<file path="src/rtl/spi_adc_scanner.sv">
// rtl/spi_adc_scanner.sv - periodic MCP3008 scan sequencer feeding an SPI master
module spi_adc_scanner #(
    parameter int NUM_CH      = 8,
    parameter int SCAN_PERIOD = 100000
) (
    input  logic        clk,
    input  logic        reset,
    input  logic        enable,
    input  logic        spi_busy,
    input  logic        spi_rx_data_tick,
    input  logic [23:0] spi_rx_data,
    output logic        spi_tx_data_tick,
    output logic [23:0] spi_tx_data,
    output logic        sample_tick,
    output logic [2:0]  sample_ch,
    output logic [9:0]  sample_data,
    output logic        scan_done,
    output logic        overrun,
    input  logic [2:0]  rd_ch,
    output logic [9:0]  rd_data
);
    localparam int            TW         = $clog2(SCAN_PERIOD);
    localparam logic [TW-1:0] TIMER_LAST = TW'(SCAN_PERIOD - 1);
    localparam logic [2:0]    CH_LAST    = 3'(NUM_CH - 1);

    typedef enum logic [1:0] {IDLE, ISSUE, WAIT, STORE} state_t;
    state_t state, state_next;

    logic [TW-1:0] timer;
    logic          scan_req;
    logic [2:0]    ch;
    logic [9:0]    rx_latch;
    logic [9:0]    result [0:7];
    logic          unused_rx_upper;

    assign unused_rx_upper = ^spi_rx_data[23:10];

    always_ff @(posedge clk) begin
        if (reset || !enable) begin
            timer <= '0;
        end else if (timer == TIMER_LAST) begin
            timer <= '0;
        end else begin
            timer <= timer + 1'b1;
        end
    end

    // Registered so the request edge is one cycle ahead of the IDLE->ISSUE move.
    always_ff @(posedge clk) begin
        if (reset) begin
            scan_req <= 1'b0;
        end else begin
            scan_req <= enable && (timer == TIMER_LAST);
        end
    end

    always_ff @(posedge clk) begin
        if (reset) begin
            state <= IDLE;
        end else begin
            state <= state_next;
        end
    end

    always_comb begin
        state_next = state;
        case (state)
            IDLE:    if (scan_req && enable) state_next = ISSUE;
            ISSUE:   if (!spi_busy) state_next = WAIT;
            WAIT:    if (spi_rx_data_tick) state_next = STORE;
            STORE:   state_next = (ch == CH_LAST) ? IDLE : ISSUE;
            default: state_next = IDLE;
        endcase
    end

    always_ff @(posedge clk) begin
        if (reset) begin
            ch               <= '0;
            rx_latch         <= '0;
            spi_tx_data_tick <= 1'b0;
            spi_tx_data      <= '0;
            sample_tick      <= 1'b0;
            sample_ch        <= '0;
            sample_data      <= '0;
            scan_done        <= 1'b0;
            for (int i = 0; i < 8; i++) begin
                result[i] <= '0;
            end
        end else begin
            spi_tx_data_tick <= 1'b0;
            sample_tick      <= 1'b0;
            scan_done        <= 1'b0;
            case (state)
                IDLE: begin
                    if (state_next == ISSUE) ch <= '0;
                end
                ISSUE: begin
                    if (!spi_busy) begin
                        spi_tx_data_tick <= 1'b1;
                        spi_tx_data      <= {7'b0, 1'b1, 1'b1, ch, 12'b0};
                    end
                end
                WAIT: begin
                    if (spi_rx_data_tick) rx_latch <= spi_rx_data[9:0];
                end
                STORE: begin
                    result[ch]  <= rx_latch;
                    sample_tick <= 1'b1;
                    sample_ch   <= ch;
                    sample_data <= rx_latch;
                    scan_done   <= (ch == CH_LAST);
                    if (ch != CH_LAST) ch <= ch + 1'b1;
                end
                default: ;
            endcase
        end
    end

    // A request that finds the sequencer busy is dropped, not queued.
    always_ff @(posedge clk) begin
        if (reset || !enable) begin
            overrun <= 1'b0;
        end else if (scan_req && state != IDLE) begin
            overrun <= 1'b1;
        end
    end

    assign rd_data = ({29'd0, rd_ch} < NUM_CH) ? result[rd_ch] : '0;

endmodule
</file>
<file path="config.mk">
export PLATFORM = sky130hd
export DESIGN_NAME = spi_adc_scanner
export DESIGN_NICKNAME = d
export VERILOG_FILES = /design/src/rtl/spi_adc_scanner.sv
export SDC_FILE = /design/constraint.sdc
export NUM_CORES = 1
export LEC_CHECK = 0
export CAP_MARGIN = 5
export CELL_PAD_IN_SITES_DETAIL_PLACEMENT = 1
export CELL_PAD_IN_SITES_GLOBAL_PLACEMENT = 1
export CORE_UTILIZATION = 40
export CTS_BUF_LIST = sky130_fd_sc_hd__clkbuf_8
export DETAILED_ROUTE_END_ITERATION = 7
export GPL_TIMING_DRIVEN = 0
export HOLD_SLACK_MARGIN = 0.08
export PLACE_DENSITY_LB_ADDON = 0.1
export SLEW_MARGIN = 20
export SYNTH_ARGS = -nofsm -noshare
export SYNTH_HDL_FRONTEND = slang
export SYNTH_SLANG_ARGS = --single-unit
export TNS_END_PERCENT = 1
</file>
<file path="constraint.sdc">
create_clock -name clk -period 2.37 [get_ports clk]
set_clock_uncertainty 0.2 [all_clocks]
set_input_delay 0.3555 -clock clk [delete_from_list [all_inputs] [get_ports clk]]
set_output_delay 0.3555 -clock clk [all_outputs]
set_load 0.02 [all_outputs]
</file>
### Yosys cells after proc, flatten, opt, wreduce, memory -nomap -nowiden

Memories as Yosys holds them, arrays and structs flattened.
Cells that the tools add are included.
Widths: inputs -> output; s select.

* word-level logic and storage cells: 59
* bits in writable memories: 80
* memories: 1
* output and inout bits: 51
* bits of input ports: 32
* register bits after elaboration: 54

Memory list
* result: words 8, bits a word 10, read ports 1, clocked after Yosys merged registers in 0, write ports 8, RTL line 33 `logic [9:0] result [0:7];`

* eq/ne operators: 9
* reduce and logical (&&, ||, !) cells: 15
* multiplexer cells: 17
* $add $sub $neg: 2
* bitwise gates (word level): 3

Operator list (number)
* $add 17x1->17 const B: 1
* $eq 17x17->1 const B: 1
* $mux 10: 1
* $reduce_or 10->1: 1
* $mux 3: 3
* $mux 1: 8
* $pmux 2 s4: 1
* $mux 2: 3
* $pmux 3 s2: 1
* $reduce_or 2->1: 3
* $eq 2x1->1 const B: 2
* $eq 2x2->1 const B: 2
* $ne 2x2->1 const B: 2
* $reduce_and 2->1: 2
* $reduce_bool 2->1: 2
* $add 3x1->3 const B: 1
* $eq 3x3->1 const B: 1
* $logic_and 1x1->1: 3
* $ne 3x3->1 const B: 1
* $not 1->1: 3
* $reduce_and 3->1: 1
* $logic_not 2->1: 1
* $logic_not 1->1: 1
* $logic_or 1x1->1: 1

### Logic depth before layout (Yosys ltp)

Gate-level depths: netlist of the first run.

* word-level depth: 6
* gate-level depth with buffers: 7

### Least setup slack after synthesis of the first run

Ideal clock, no wire load.

* path kind: input -> output
* from: in rd_ch[0]
* to: out rd_data[0]
* path buffers: 1
* setup slack: 0.345 ns
* stages: 3
* data required time: 1.815 ns
* arrival: 1.470 ns
* cells stage by stage: buf_2 mux4_2 mux2_2

* cells in the longest elaborated chain, start to end: 1

RTL lines
* start: declaration: RTL line 19 `input logic [2:0] rd_ch,`
* $mem_v2 8x10
* end: declaration: RTL line 20 `output logic [9:0] rd_data`

No other way between the ends.

### Worst setup path in the final report of the first run

* from: mem result[3][0]
* to: out rd_data[0]

* cells in the longest elaborated chain, start to end: 1

RTL lines (RTL line)
* start: declaration: 33
* $mem_v2 8x10

No other way between the ends.

==> impl_metrics.tcl, run 1 <==
set metrics [dict create \
    multi_input_area_mm2 0.002200 \
    regArea_mm2 0.003483 \
    power_mw 4.693 \
    syn-cell-area_mm2 0.005864 \
    hold_path.class "register to register" \
    max-vdd-ir-drop_v 0.0003354 \
    io_pins 83 \
    postRouteAntennaNets 0 \
    hpwl_um 9278 \
    crit_type "register to output port" \
    grt_pass1_vias 3946 \
    tightest_slew_ns 0.7413 \
    fillerInstances 1509 \
    cpMaxStageDelayCell "mux4_2" \
    cts_max_level 4 \
    drt_iter0_markers 147 \
    seq_area_frac_synth 0.5940 \
    timing.final.crit_share 0.9793 \
    syn2layout_area_growth_pct 19.16 \
    clock.fmax_mhz 430.9 \
    worstPathRequired_ns 1.81 \
    cts_tree "done" \
    grt_overflow_total 0 \
    setup_viol 0 \
    critPathArrivalTime_ns 1.77 \
    first_pass_iters 4 \
    nNetsFinal 593 \
    die_h_um 123.1 \
    rows 43 \
    track_usage 0.2011 \
    dpl_cell_area_mm2 0.006608 \
    highest_layer "met4" \
    syn_inst 476 \
    critPathLaunchType "register" \
    core_area_mm2 0.01410 \
    crit_chain "mux4_2 > mux2_4 > buf_4" \
    min_period_ns 2.321 \
    grt_max_degree 17 \
    yosys-top-cells-count "and2_1, edfxtp_1, dfxtp_1, nor2_1, nand2_1" \
    endpoint_kind "output port" \
    slew_violations 0 \
    drc 0 \
    synth.top_cell.area_share 0.4096 \
    finalInstanceArea_mm2 0.006988 \
    synth-seq-cells 134 \
    powerDensity_mw_per_mm2 671.5 \
    cp_max_fo 1 \
    dr_wl_met3_um 530 \
    yosysTopAreaCell "edfxtp_1" \
    routed_via_density 4.937 \
    root_buffer "clkbuf_8" \
    dieArea_mm2 0.01515 \
    drive_above_1_share 0.1891 \
    synth_edf_count 80 \
    worst-r2r-setup-slack_ns 0.19 \
    relSlewSlack 0.5020 \
    clk_pin_slew_ns 0.08 \
    max_stage_delay_ns 0.49 \
    antenna_found_initial 0 \
    cap_viol_max_count 0 \
    async_flop_share 0 \
    synth.avg_cell_area_um2 12.32 \
    diodes 0 \
    die_w_um 123.1 \
    grt_first_pass_wirelength_um 21550 \
    numPortBuffers 45 \
    clk_latency_ns 0.45 \
    vias 3708 \
    ys_types 38 \
    routedWlPerCell_um 18.42 \
    numCtsBuffers 17 \
    place.gp.congestion 0.7761 \
    p_leak_nw 2.634 \
    initial_utilization 0.4160 \
    netlist_top_cells_area "edfxtp_1, dfxtp_1, and2_1" \
    drt-total-wl_um 13840 \
    status "complete, no violations" \
    route.layer.met1.wl_um 6231 \
    cts_max_path_buffers 2 \
    dr_wl_met2_um 6861 \
    rsz0062_at_grt "true" \
    yosysMostFrequentCell "and2_1" \
    final_util 0.4957 \
    hold_violations 0 \
    cts.sinks 134 \
    yosys_warnings 0 \
    holdBufCountCts 0 \
    ys.flop_type "edfxtp_1" \
]
==> registers in the layout, indices dropped and copies added, names as in the netlist <==
signal	cells
ch	3
overrun	1
result	80
rx_latch	10
sample_ch	3
sample_data	10
sample_tick	1
scan_done	1
scan_req	1
spi_tx_data	4
spi_tx_data_tick	1
state	2
timer	17
==> cell families after synthesis <==
kind of cell,synth area share
and+or+nand+nor,0.1901
muxes,0.1182
buffers and inverters,0.04694
adders and majority gates,0.006401
other,0.0006395
DFF,0.5940
xor gates and xnor gates,0.01792
AOI/OAI and AO/OA,0.02582
==> per-layer routing <==
metal | GRT usage | vias up
li1 | - | 1796
met1 | 0.2541 | 1812
met2 | 0.3374 | 80
met3 | 0.04797 | 20
met4 | 0.06852 | 0
met5 | 0 | -
==> where the power goes <==
group | internal [mW] | switching [mW] | leakage [nW]
clock network | 1.01 | 0.863 | 0.207
logic | 0.140 | 0.162 | 1.17
registers | 2.51 | 0.0139 | 1.26
==> worst paths after layout <==
check,startpoint,endpoint,cells past startpoint
hold reg to reg,sample_data[4],sample_data[4],2
setup / recovery,result[3][0],rd_data[0],3
setup reg to reg,timer[0],timer[16],5
hold / removal,sample_data[4],sample_data[4],2
==> layout by cell type (no fill, tap or decap), drive strengths merged, types with 19 or more instances in the layout <==
cell type	instances
and2	82
edfxtp	80
dfxtp	54
nor2	40
nand2	37
buf	37
clkdlybuf4s50	35
clkbuf	35
a21oi	21
mux4	20
conb	19
==> per-stage QoR <==
step / setup WS (ns) / hold WS [ns] / cells / TNS [ns]
after floorplan: 0.3446 / 0.2326 / 494 / 0
after global placement: -0.3510 / 0.2465 / 719 / -3.242
after detailed placement: -0.3870 / 0.2497 / 719 / -3.563
after CTS: 0.004559 / 0.2548 / 751 / 0
after global routing: -0.01186 / 0.2842 / 751 / -0.02353
final: 0.04902 / 0.2594 / 751 / 0
==> cell type report <==
type / instances / area share
plain buffers: 45 / 0.03760
clock buffers: 17 / 0.03348
clock inverters: 15 / 0.02095
inverters: 4 / 0.002149
multi-input cells: 311 / 0.3148
flip-flops and latches: 134 / 0.4985
well taps: 180 / 0.03223
repair buffers: 45 / 0.06034
==> worst max-delay path, delay by kind of cell, from the launching register on <==
family	cells	cell delay, ns
buf+inv	1	0.16
flops	1	0.38
mux	2	0.78
==> timing repair <==
| action | 4_1_cts | 5_1_grt |
|---|---|---|
| hold endpoints to repair | 0 | 0 |
| resized for setup | 42 | 15 |
| endpoints found under the setup margin | 10 | 8 |
| buffers inserted | 0 | 0 |
| pin swaps | 0 | 0 |
Note: power is estimated with default switching activity, not from simulation.
==> run 2, diff against run 1 <==
- GPL_TIMING_DRIVEN: 0 -> default
- TNS_END_PERCENT: 1 -> 10
==> run 2 against run 1 <==
- final area up 0.90%
- sequential power about the same
- power up 2.8%
- global-route usage up 1.4 points
- cell count down 2.7%
- setup slack about the same
- utilization up 0.44 points
- first-iteration DRC count up 58%
- critical path depth unchanged
- combinational power down 1%
- maximum frequency about the same
- clock power up 6%
==> impl_metrics.tcl, run 2 (same netlist as run 1, synthesis figures left out) <==
set metrics [dict create \
    max-vdd-ir-drop_v 0.0003770 \
    holdCritStartpoint "sample_data[7]" \
    sw_frac_of_total 0.2189 \
    dieArea_mm2 0.01515 \
    final_util 0.5002 \
    comb_power_share 0.062 \
    clk_pin_slew_ns 0.07 \
    cap_viol_max_count 0 \
    mostFrequentLayoutCells "and2_1, edfxtp_1, dfxtp_1" \
    setup_viol 0 \
    die_w_um 123.1 \
    core_area_mm2 0.01410 \
    startpoint "result[0][9]" \
    drt-total-wl_um 14980 \
    hold_depth 2 \
    layout_commonest_cell "and2_1" \
    drive_above_1_share 0.1833 \
    clk_latency_ns 0.44 \
    power.internal_mw 3.768 \
    initial_utilization 0.4160 \
    place.gp.congestion 0.8254 \
    routedWlPerCell_um 20.49 \
    cts.sinks 134 \
    rr_startpoint "timer[0]" \
    power_switching_mw 1.056 \
    antenna_found_initial 0 \
    hold_path.class "register to register" \
    min_period_ns 2.321 \
    crit_type "register to output port" \
    top_regs "result: 80 flops, timer: 17 flops" \
    worstPathRequired_ns 1.81 \
    grt_max_degree 43 \
    hpwl_um 10370 \
    critPathArrivalTime_ns 1.77 \
    largest_reg_flops 80 \
    crit_cells 3 \
    io_pins 83 \
    die_h_um 123.1 \
    status "complete, no violations" \
    clock.fmax_mhz 430.9 \
    cpMaxStageDelayCell "mux4_2" \
    critPathLaunchType "register" \
    nNetsFinal 573 \
    drt_iter0_markers 232 \
    critical_path_buf_inv_count 1 \
    crit_chain "mux4_2 > mux2_4 > buf_6" \
    numPortBuffers 49 \
    seqPwrFrac 0.525 \
    cts_max_level 4 \
    rr_worst_depth 5 \
    track_usage 0.2149 \
    routed_via_density 5.118 \
    slew_violations 0 \
    finalInstanceArea_mm2 0.007051 \
    drc 0 \
    cts_tree "done" \
    syn2layout_area_growth_pct 20.23 \
    numCtsBuffers 17 \
    cts_max_path_buffers 2 \
    dpl_cell_area_mm2 0.006568 \
    tightest_slew_ns 0.5143 \
    first_pass_iters 4 \
    rsz0062_at_grt "true" \
    max_stage_delay_ns 0.48 \
    diodes 0 \
    power_mw 4.823 \
    root_buffer "clkbuf_8" \
    largest_register "result" \
    powerDensity_mw_per_mm2 684.1 \
    endpoint_kind "output port" \
    hold_violations 0 \
    grt_first_pass_wirelength_um 22920 \
    postRouteAntennaNets 0 \
    relSlewSlack 0.6567 \
    p_clk_frac 0.413 \
    grt_overflow_total 0 \
    rows 43 \
    hold_slack_ns 0.2578 \
    p_leak_nw 2.645 \
    cp_top_family "multiplexers" \
    holdBufCountCts 0 \
    cp_max_fo 1 \
    timing.final.crit_share 0.9792 \
    grt_pass1_vias 3995 \
    vias 3741 \
]
-- run 2: final timing paths --
kind / to / slack [ns]
setup / recovery: rd_data[9] / 0.05
hold / removal: sample_data[7] / 0.26
setup reg to reg: timer[16] / 0.25
hold reg to reg: sample_data[7] / 0.26
-- run 2: timing repair --
| action | CTS | global route |
|---|---|---|
| resized for setup | 49 | 18 |
| endpoints found under the hold margin | 0 | 0 |
| setup endpoints to repair | 10 | 8 |
| buffers inserted | 0 | 0 |
| cloned | 1 | 1 |
-- run 2: routing by layer --
layer	up-vias	GRT usage	routed length, µm
met5	-	0	0
met4	0	0.07681	237
met3	20	0.05258	708
met2	101	0.3603	7563
met1	1862	0.2698	6471
li1	1758	-	-
-- run 2: cell type report --
class	count	area, µm²
clock buffer	17	234.0
clock inverter	15	170.2
fill	1493	7046
inverter	4	15.01
multi-input combinational	311	2196
sequential	134	3483
tap	180	225.2
timing repair buffer	70	726.9
-- run 2: metrics by stage --
stage                     TNS (ns)  setup slack [ns]  instances
after floorplan                  0            0.3446        494
after global placement      -5.915           -0.6066        697
after detailed placement    -6.231           -0.6356        697
after CTS                 -0.03541          -0.01799        730
after global routing      -0.04309          -0.01964        731
final                            0           0.04919        731
-- run 2: power by group through the flow --
stage               Sequential, mW  Clock, mW  Combinational (mW)
floorplan                     2.57          0               0.200
finish                        2.53       1.99               0.298
detailed placement            2.59          0               0.279
global placement              2.59          0               0.272
CTS                           2.54       2.04               0.274
global route                  2.54       2.14               0.318
-- run 2: worst register-to-register path: stages (launching register included) --
cell,delay [ns]
dfxtp_1,0.40
ha_1,0.24
nand3_2,0.11
or4_4,0.59
or3_1,0.39
a21oi_2,0.13
